## src/rtl/fft_io_pkg.sv

```systemverilog
// Shared types for the FFT output path: capture FSM states,
// sample/word widths and the {re, im} word packing helper.
package fft_io_pkg;

  localparam int SAMPLE_W = 16;
  localparam int WORD_W   = 32;

  typedef enum logic [1:0] {
    ST_IDLE,
    ST_SETTLE,
    ST_WAIT_SOF,
    ST_CAPTURE
  } cap_state_e;

  function automatic logic [WORD_W-1:0] pack_word(
    input logic [SAMPLE_W-1:0] re,
    input logic [SAMPLE_W-1:0] im
  );
    return {re, im};
  endfunction

endpackage

```

## src/rtl/fft_capture_ctrl.sv

```systemverilog
// Write-side sequencer from the FFT core output into the USB FIFO.
// Ports: CLK/reset (sync, active-low); arm/abort/continuous control;
//   fft_valid/fft_sof/fft_re/fft_im sample stream in;
//   fifo_din/fifo_wr_en/fifo_full FIFO write side;
//   busy/frame_done/overflow/sync_err/frame_count status out.
module fft_capture_ctrl
  import fft_io_pkg::*;
#(
  parameter int FRAME_LEN      = 1024,
  parameter int SETTLE_SAMPLES = 1025,
  parameter int FCNT_W         = 16
) (
  input  logic                CLK,
  input  logic                reset,
  input  logic                arm,
  input  logic                abort,
  input  logic                continuous,
  input  logic                fft_valid,
  input  logic                fft_sof,
  input  logic [SAMPLE_W-1:0] fft_re,
  input  logic [SAMPLE_W-1:0] fft_im,
  output logic [WORD_W-1:0]   fifo_din,
  output logic                fifo_wr_en,
  input  logic                fifo_full,
  output logic                busy,
  output logic                frame_done,
  output logic                overflow,
  output logic                sync_err,
  output logic [FCNT_W-1:0]   frame_count
);

  // One counter serves both the settle phase and the frame phase.
  localparam int CMAX  = (FRAME_LEN > SETTLE_SAMPLES) ?
                         FRAME_LEN : SETTLE_SAMPLES;
  localparam int CNT_W = $clog2(CMAX + 1);

  localparam logic [CNT_W-1:0] FRM_LAST =
    CNT_W'(FRAME_LEN - 1);
  localparam logic [CNT_W-1:0] SET_LAST =
    (SETTLE_SAMPLES == 0) ? '0 : CNT_W'(SETTLE_SAMPLES - 1);

  cap_state_e          state_q, state_d;
  logic [CNT_W-1:0]    cnt_q, cnt_d;
  logic                cont_q, cont_d;
  logic [WORD_W-1:0]   din_q, din_d;
  logic                wr_q, wr_d;
  logic                done_q, done_d;
  logic                ovf_q, ovf_d;
  logic                serr_q, serr_d;
  logic [FCNT_W-1:0]   fcnt_q, fcnt_d;

  // State after a frame ends or is dropped.
  cap_state_e          after_q;
  assign after_q = cont_q ? ST_WAIT_SOF : ST_IDLE;

  always_comb begin
    state_d = state_q;
    cnt_d   = cnt_q;
    cont_d  = cont_q;
    din_d   = din_q;
    wr_d    = 1'b0;
    done_d  = 1'b0;
    ovf_d   = ovf_q;
    serr_d  = serr_q;
    fcnt_d  = fcnt_q;

    if (abort) begin
      state_d = ST_IDLE;
      cnt_d   = '0;
    end else begin
      unique case (state_q)
        ST_IDLE: begin
          if (arm) begin
            cont_d  = continuous;
            ovf_d   = 1'b0;
            serr_d  = 1'b0;
            fcnt_d  = '0;
            cnt_d   = '0;
            state_d = (SETTLE_SAMPLES == 0) ?
                      ST_WAIT_SOF : ST_SETTLE;
          end
        end
        ST_SETTLE: begin
          if (fft_valid) begin
            if (cnt_q == SET_LAST) begin
              cnt_d   = '0;
              state_d = ST_WAIT_SOF;
            end else begin
              cnt_d = cnt_q + 1'b1;
            end
          end
        end
        ST_WAIT_SOF: begin
          if (fft_valid && fft_sof) begin
            if (fifo_full) begin
              ovf_d   = 1'b1;
              state_d = after_q;
            end else begin
              wr_d    = 1'b1;
              din_d   = pack_word(fft_re, fft_im);
              cnt_d   = CNT_W'(1);
              state_d = ST_CAPTURE;
            end
          end
        end
        ST_CAPTURE: begin
          if (fft_valid) begin
            if (fifo_full) begin
              // Partial frame is abandoned; written words stay.
              ovf_d   = 1'b1;
              cnt_d   = '0;
              state_d = after_q;
            end else begin
              wr_d  = 1'b1;
              din_d = pack_word(fft_re, fft_im);
              if (fft_sof) begin
                serr_d = 1'b1;
                cnt_d  = CNT_W'(1);
              end else if (cnt_q == FRM_LAST) begin
                done_d  = 1'b1;
                fcnt_d  = fcnt_q + 1'b1;
                cnt_d   = '0;
                state_d = after_q;
              end else begin
                cnt_d = cnt_q + 1'b1;
              end
            end
          end
        end
        default: state_d = ST_IDLE;
      endcase
    end
  end

  always_ff @(posedge CLK) begin
    if (!reset) begin
      state_q <= ST_IDLE;
      cnt_q   <= '0;
      cont_q  <= 1'b0;
      din_q   <= '0;
      wr_q    <= 1'b0;
      done_q  <= 1'b0;
      ovf_q   <= 1'b0;
      serr_q  <= 1'b0;
      fcnt_q  <= '0;
    end else begin
      state_q <= state_d;
      cnt_q   <= cnt_d;
      cont_q  <= cont_d;
      din_q   <= din_d;
      wr_q    <= wr_d;
      done_q  <= done_d;
      ovf_q   <= ovf_d;
      serr_q  <= serr_d;
      fcnt_q  <= fcnt_d;
    end
  end

  assign fifo_din    = din_q;
  assign fifo_wr_en  = wr_q;
  assign busy        = (state_q != ST_IDLE);
  assign frame_done  = done_q;
  assign overflow    = ovf_q;
  assign sync_err    = serr_q;
  assign frame_count = fcnt_q;

endmodule

```

## config.mk

```make
export PLATFORM = sky130hd
export DESIGN_NAME = fft_capture_ctrl
export DESIGN_NICKNAME = d
export VERILOG_FILES = /design/src/rtl/fft_io_pkg.sv /design/src/rtl/fft_capture_ctrl.sv
export SDC_FILE = /design/constraint.sdc
export NUM_CORES = 1
export LEC_CHECK = 0
export BUFFER_PORTS_ARGS = -buffer_cell sky130_fd_sc_hd__buf_2
export CAP_MARGIN = 30
export CORE_MARGIN = 1.5
export CORE_UTILIZATION = 45
export DETAILED_ROUTE_END_ITERATION = 10
export GPL_ROUTABILITY_DRIVEN = 1
export PLACE_DENSITY_LB_ADDON = 0.12
export SYNTH_ARGS = -nofsm -noshare
export SYNTH_HDL_FRONTEND = slang
export SYNTH_SLANG_ARGS = --single-unit
```

## constraint.sdc

```tcl
create_clock -name CLK -period 6.3 [get_ports CLK]
set_clock_uncertainty 0.05 [all_clocks]
set_input_delay 0.945 -clock CLK [delete_from_list [all_inputs] [get_ports CLK]]
set_output_delay 0.945 -clock CLK [all_outputs]
set_load 0.05 [all_outputs]
```

==> metrics.sh, run 1 <==
GR-TOTAL-OVERFLOW=0
DETAIL-ROUTE-ANTENNA-NETS=0
DIEHEIGHT_MICRONS=85.08
POSTCTSSETUPBUFFERS=0
SYNTH.LIB_CELLS_USED.DISTINCT=53
CTS_HOLD_BUF=0
SYNTH_EDF_COUNT=0
PLACEMENT_ROWS=29
POWER.INTERNAL_W=0.0006277
FINAL_LAYOUT_FILL_CELL_COUNT=615
ARRIVAL_NS=2.70
COMBINATIONALPOWERSHARE=0.052
DRT-WIRELENGTH-PER-CELL_MICRONS=13.36
GRT_START_MAX_NET_PINS=39
RELATIVE_CONTRIBUTION_OF_THE_CLOCK_NETWORK_TO_TOTAL_POWER=0.434
FMAXACHIEVABLE_MHz=401.9
CLOCK_PIN_SLEW_REPORTED_FOR_THE_WORST_SETUP_AND_HOLD_PATHS_AFTER_CLOCK_TREE_SYNTHESIS_NS=0.07
SYNTH_SEQ_AREA_SHARE=0.4358
YOSYSTOPAREACELLSHARE=0.4358
GRT_PASS1_VIAS=2640
TNS_SETUP_NS=0
DRT_FIRST_PASS_ITERS=7
CTS_MAX_LEVEL=3
SYN-NUM-NETS=407
START_UTIL=0.4720
CTS.REPAIR.RESIZED=0
SHARE_OF_LAYOUT_CELLS_ABOVE_DRIVE_STRENGTH_1=0.2649
CRIT_PATH_CAPTURE_TYPE='flop'
HOLD_VIOL=0
SLEW_VIOL_FINAL=0
CRITPATHREQUIREDTIME_NS=6.51
WORSTPATHMAXFANOUT=20
CTS-BUFFERS-INSERTED=9
HOLD_PATH.CLASS='reg -> reg'
BUFFER_PORTS.INSERTED=92
SUMMED_INSTANCE_AREA_OF_THE_SYNTHESIZED_NETLIST_SQ_MM=0.003032
SYNTH_SEQ_CELLS=66
TIMING.FINAL.CRIT_SHARE=0.3950
DRC=3
NUMBER_OF_ANTENNA_VIOLATIONS_AT_THE_FIRST_CHECK_IN_GLOBAL_ROUTING=0
WORSTSETUPPATHTYPE='reg -> reg'
ANTENNADIODECOUNT=0
YOSYSTOPAREACELL='dfxtp_1'
TIMING.MAX_SLEW.REL_SLACK=0.5205
DESIGN.CORE.AREA_SQ_MM=0.006422
IR_DROP_uV=121.3
FLOW.AREA_GROWTH_FROM_SYNTHESIS_PCT=22.45
DETAILROUTE.VIA_COUNT=2880
POWER.SWITCHING_W=0.0001875
CAP_VIOLATIONS=0
POST_SYNTH.CELL_AREA_AVG_SQ_UM=8.329
CLK_ROOT_BUFFER_CELL='clkbuf_8'
SETUP_REPAIR_AFTER_GLOBAL_ROUTING_MISSED_ITS_MARGIN='no'
TRACK_USAGE=0.2047
DIE-WIDTH_MICRONS=85.08
SYNTHESIS.INSTANCES=364
PERIOD_NEEDED_NS=2.488
SYNTHTOPCELLSBYCOUNT='83 x nand2_1, 66 x dfxtp_1, 32 x a21boi_0, 17 x nor2_1'
VIAS_PER_CELL=5.434
CTS_TREE='done'
YOSYS.CELL_COUNT.TOP_TYPE='nand2_1'
SWITCHING_SHARE=0.2301
HPWL_MICRONS=4884
TRITONCTS_SINKS=66
FIN_NETS=491
SYNTHTOPCELLSBYAREA='dfxtp_1 44%, nand2_1 10%, a21boi_0 7.9%'
YS.FLOP_TYPE='dfxtp_1'
LEAKAGE_nW=1.470
SEQ_POWER_SHARE=0.514
GLOBAL_ROUTE_WIRE_LENGTH_BEFORE_REPAIR_MICRONS=12010
OUTCOME='finished, violations left'
CLOCK_INSERTION_DELAY_WORST_SKEW_NS=0.34
PLACE_WORST_SETUP_SLACK_NS=3.490
CLOCK_PATH_BUFFERS=2
YOSYSWARNINGCOUNT=0
SETUP_WS_NS=3.812
NUM_IO_PINS=93
PWR_DENSITY_CELL_mW_PER_MM2=219.6
DRTITER0DRC=178
GLOBALPLACE.CONGESTION=0.8415
WORST_SETUP_PATH_START_KIND='flop'
WORST_SLEW_PIN_SLEW_NS=0.7192
DESIGN.DIE.AREA_SQ_MM=0.007239
ASYNC_RESET_FF_FRAC=0
FAILED_CHECKS='design-rule violations'
COUNT_OF_ENDPOINTS_FAILING_SETUP_IN_THE_FINAL_REPORT=0
WIRELENGTH_MICRONS=7080
## cells by family after synthesis
kind of cell,synth area share
and+or+nand+nor,0.2984
AOI/OAI and AO/OA,0.1948
DFF,0.4358
buffers and inverters,0.03797
xor gates and xnor gates,0.01733
adders and majority gates,0.01238
muxes,0.003302
## placed cells by master, fill, tap and decap left out, drive strengths merged, types with 5 or more instances in the layout
master | netlist | layout
buf | 5 | 94
o21ai | 7 | 7
o31ai | 8 | 8
nor3 | 6 | 6
inv | 6 | 6
nand3 | 12 | 12
nand2 | 84 | 84
clkbuf | 16 | 11
nor2b | 5 | 5
nor2 | 17 | 17
or4 | 5 | 5
a21boi | 34 | 34
a21oi | 16 | 16
xor2 | 5 | 5
dfxtp | 66 | 66
or3 | 7 | 7
nand4 | 9 | 9
and3 | 5 | 5
## stage by stage
step / hold WS (ns) / cells / utilization / total power (W) / instance area [sq um]
4_1_cts: 0.4151 / 530 / 0.5780 / 0.0008217 / 3712
6_report: 0.4110 / 530 / 0.5780 / 0.0008152 / 3712
3_5_place_dp: 0.4051 / 514 / 0.5476 / 0.0004709 / 3517
3_3_place_gp: 0.3984 / 514 / 0.5476 / 0.0004706 / 3517
5_1_grt: 0.4300 / 530 / 0.5780 / 0.0008479 / 3712
2_1_floorplan: 0.4119 / 364 / - / 0.0004526 / 3032
## worst paths after layout
| path | end | cells past startpoint | startpoint | slack, ns |
|---|---|---|---|---|
| max | frame_count[13] | 6 | cnt_q[0] | 3.81 |
| min | fifo_din[17] | 2 | fifo_din[17] | 0.41 |
| max reg2reg | frame_count[13] | 6 | cnt_q[0] | 3.81 |
| min reg2reg | fifo_din[17] | 2 | fifo_din[17] | 0.41 |
## power by group through the flow
| stage | clock network (W) | logic (W) | registers (W) |
|---|---|---|---|
| after floorplan | 0 | 0.0000237 | 0.000429 |
| after global placement | 0 | 0.0000418 | 0.000429 |
| after detailed placement | 0 | 0.0000422 | 0.000429 |
| after CTS | 0.000360 | 0.0000424 | 0.000419 |
| after global routing | 0.000382 | 0.0000465 | 0.000419 |
| final | 0.000354 | 0.0000424 | 0.000419 |
## critical path, stage by stage (launching register included)
cell	delay, ns
dfxtp_1	0.39
ha_1	0.29
nand4_4	0.17
nor4_4	0.50
a21oi_2	0.31
or4_1	0.56
a21oi_1	0.15
## metal layers
layer / part of all wire / track usage / wire, microns / vias up
li1: - / - / - / 1460
met1: 0.47 / 0.2643 / 3294 / 1320
met2: 0.45 / 0.3196 / 3180 / 90
met3: 0.073 / 0.07296 / 520 / 10
met4: 0.012 / 0.06706 / 85 / 0
met5: 0 / 0 / 0 / -
## final cells by class
class | count | area [sq um] | area share
clock buffers | 11 | 141.4 | 0.03809
clock inverters | 5 | 53.80 | 0.01449
inverters | 6 | 22.52 | 0.006067
multi-input cells | 271 | 1602 | 0.4314
flip-flops and latches | 66 | 1321 | 0.3559
well taps | 77 | 96.34 | 0.02595
repair buffers | 94 | 475.5 | 0.1281
## sequential cells by signal, summed over array words and instances, names as in the netlist
name	flops
fifo_din	32
frame_count	16
cnt_q	11
state_q	2
cont_q	1
fifo_wr_en	1
frame_done	1
overflow	1
sync_err	1
Note: power is estimated with default switching activity, not from simulation.
==> run 2, diff against run 1 <==
==> constraint.sdc (replaced) <==
create_clock -name CLK -period 2.43 [get_ports CLK]
set_clock_uncertainty 0.05 [all_clocks]
set_input_delay 0.3645 -clock CLK [delete_from_list [all_inputs] [get_ports CLK]]
set_output_delay 0.3645 -clock CLK [all_outputs]
set_load 0.05 [all_outputs]
==> run 2 against run 1 <==
  * The run still ends with design-rule violations left
  * Non-clock buffer count is 8 higher
  * Global-route usage up 0.22 points
  * Clock power increased by 150%
  * Combinational power grew to 2.8 times the previous value
  * Via count fell by 0.66%
  * Critical path type unchanged
==> metrics.sh, run 2 (synthesized netlist as in run 1, its figures left out) <==
OUTCOME='finished, violations left'
FAILED_CHECKS='design-rule violations'
CLOCK_PIN_SLEW_REPORTED_FOR_THE_WORST_SETUP_AND_HOLD_PATHS_AFTER_CLOCK_TREE_SYNTHESIS_NS=0.08  # about the same
PLACEMENT_ROWS=29  # unchanged
DETAILROUTE.VIA_COUNT=2861  # -0.66%
WORST_SETUP_PATH_START_KIND='flop'
LAYOUT_COMMON_CELLS='92 x buf_2, 83 x nand2_1, 66 x dfxtp_1'
GRT_PASS1_VIAS=2594  # -1.7%
ANTENNADIODECOUNT=0  # unchanged
CRITPATHREQUIREDTIME_NS=2.63  # -3.88 ns
START_UTIL=0.4720  # unchanged
HOLD_PATH.CLASS='in -> reg'
PERIOD_NEEDED_NS=2.203  # -0.2852 ns
FLOW.AREA_GROWTH_FROM_SYNTHESIS_PCT=24.23
WORST_PATH_BUF_INV=1  # +1
TIMING.CRITICAL_PATH.SLOWEST_CELL_DELAY_NS=0.38  # -0.18 ns
CRIT_PATH_CELL_TRACE='inv_1 -> ha_1 -> nor4b_1 -> a311oi_1 -> a21o_1 -> nand3_1 -> o311ai_1'
LAYOUT.CELL_AREA.NON_FILLER_SQ_MM=0.003766  # +1.4%
TNS_SETUP_NS=0  # unchanged
CTS-BUFFERS-INSERTED=9  # unchanged
REGISTER_AREA_SQ_MM=0.001321  # unchanged
REG2REG_SLACK_NS=0.23  # -3.58 ns
DRT-WIRELENGTH-PER-CELL_MICRONS=13.17  # -1.4%
GLOBAL_ROUTE_WIRE_LENGTH_BEFORE_REPAIR_MICRONS=11940  # -0.52%
LARGEST_REGISTER_FF_COUNT=32  # unchanged
TRACK_USAGE=0.2069  # +0.002225
FIN_NETS=499  # +1.6%
WIRELENGTH_MICRONS=7084  # about the same
CP_SLOWEST_CELL='dfxtp_1'
SHARE_OF_LAYOUT_CELLS_ABOVE_DRIVE_STRENGTH_1=0.2798  # +0.01493
WORSTSETUPPATHTYPE='reg -> reg'
CLK_ROOT_BUFFER_CELL='clkbuf_8'
IR_DROP_uV=425.3  # +250%
MULTI_INPUT_AREA_SQ_MM=0.001602  # unchanged
SLEW_VIOL_FINAL=0  # unchanged
TRITONCTS_SINKS=66  # unchanged
CLOCK_PATH_BUFFERS=2  # unchanged
HOLD_VIOL=0  # unchanged
CLOCK_INSERTION_DELAY_WORST_SKEW_NS=0.35  # about the same
DESIGN.CORE.AREA_SQ_MM=0.006422  # unchanged
CRIT_PATH_CAPTURE_TYPE='flop'
LEAKAGE_nW=1.500  # +2.0%
NUMBER_OF_ANTENNA_VIOLATIONS_AT_THE_FIRST_CHECK_IN_GLOBAL_ROUTING=0  # unchanged
FMAXACHIEVABLE_MHz=453.9  # +13%
CRITICAL-PATH-TOP-DELAY-FAMILY='compound AO/OA/AOI/OAI gates'
DRC=3  # unchanged
BUFFER_PORTS.INSERTED=92  # unchanged
FINAL_LAYOUT_FILL_CELL_COUNT=606  # -1.5%
DETAIL-ROUTE-ANTENNA-NETS=0  # unchanged
CTS_MAX_LEVEL=3  # unchanged
NUM_IO_PINS=93  # unchanged
LAYOUT.CELLS.MOST_COMMON='buf_2'
TIMING.MAX_SLEW.REL_SLACK=0.5350  # +0.01448
POST-PLACE-CELLS=522  # +1.6%
GLOBALPLACE.CONGESTION=0.8593  # +2.1%
CAP_VIOLATIONS=0  # unchanged
CTS_TREE='done'
PWR_DENSITY_CELL_mW_PER_MM2=551.4  # +150%
TIMING.FINAL.CRIT_SHARE=0.9066  # +0.5117
DRTITER0DRC=166  # -6.7%
GRT_START_MAX_NET_PINS=33  # -15%
FINAL_CELL_COUNT_NO_FILL=538  # +1.5%
POSTCTSSETUPBUFFERS=0  # unchanged
PLACEMENT.CELL_AREA_SQ_MM=0.003577  # +1.7%
HPWL_MICRONS=4948  # +1.3%
DRT_FIRST_PASS_ITERS=9  # +2
DIE-WIDTH_MICRONS=85.08  # unchanged
SETUP_REPAIR_AFTER_GLOBAL_ROUTING_MISSED_ITS_MARGIN='no'
DESIGN.DIE.AREA_SQ_MM=0.007239  # unchanged
WORST_SLEW_PIN_SLEW_NS=0.6975  # -0.02173 ns
VIAS_PER_CELL=5.318  # -2.1%
WORSTPATHMAXFANOUT=8  # -60%
DIEHEIGHT_MICRONS=85.08  # unchanged
ARRIVAL_NS=2.40  # -0.30 ns
GR-TOTAL-OVERFLOW=0  # unchanged
COUNT_OF_ENDPOINTS_FAILING_SETUP_IN_THE_FINAL_REPORT=0  # unchanged
## run 2: changes by cell type in the layout (fill, tap and decap cells not counted), sizes merged
cell / previous run / this run
buf: 94 / 102
bufinv: 1 / 0
clkinv: 4 / 2
clkinvlp: 0 / 2
inv: 6 / 7
## run 2: what timing repair did
action | in CTS | in global routing
gates resized for setup | 0 | 1
hold buffers | 0 | 0
endpoints found under the setup margin | 0 | 1
## run 2: path summary, 6_finish.rpt
kind / startpoint / end / cells after the start
setup / recovery: cnt_q[0] / cnt_q[7] / 7
hold / removal: fft_re[12] / fifo_din[28] / 3
setup reg to reg: cnt_q[0] / cnt_q[7] / 7
hold reg to reg: fifo_din[11] / fifo_din[11] / 2
## run 2: worst reg2reg max path: stages, from the launching register on
cell and delay [ns]:
dfxtp_1 0.38, inv_1 0.08, ha_1 0.19, nor4b_1 0.16, a311oi_1 0.34, a21o_1 0.29
nand3_1 0.28, o311ai_1 0.34
## run 2: final cells by class
| class | count | area share |
|---|---|---|
| inverter | 6 | 0.005980 |
| timing repair buffer | 102 | 0.1422 |
| multi-input combinational | 271 | 0.4253 |
| clock buffer | 11 | 0.04020 |
| tap | 77 | 0.02558 |
| clock inverter | 5 | 0.009967 |
| sequential | 66 | 0.3508 |
## run 2: metal layers
layer | GRT usage | wire, microns
met5 | 0 | 0
met4 | 0.1043 | 110
met3 | 0.06518 | 466
met2 | 0.3160 | 3217
met1 | 0.2638 | 3290
## run 2: metrics by stage
step / util / total power (W) / hold WS [ns] / setup WS (ns)
after global routing: 0.5864 / 0.002157 / 0.2034 / 0.03385
final: 0.5864 / 0.002077 / 0.2076 / 0.2269
after global placement: 0.5570 / 0.001231 / 0.3964 / 0.3445
after floorplan: - / 0.001173 / 0.3930 / 0.3159
after detailed placement: 0.5570 / 0.001231 / 0.4037 / 0.1754
after CTS: 0.5864 / 0.002101 / 0.1954 / 0.1996
## run 2: power by group
group	switching, W	internal [W]
Combinational	0.0000670	0.0000529
Sequential	0.00000328	0.00108
Clock	0.000441	0.000429
Total	0.000512	0.00156
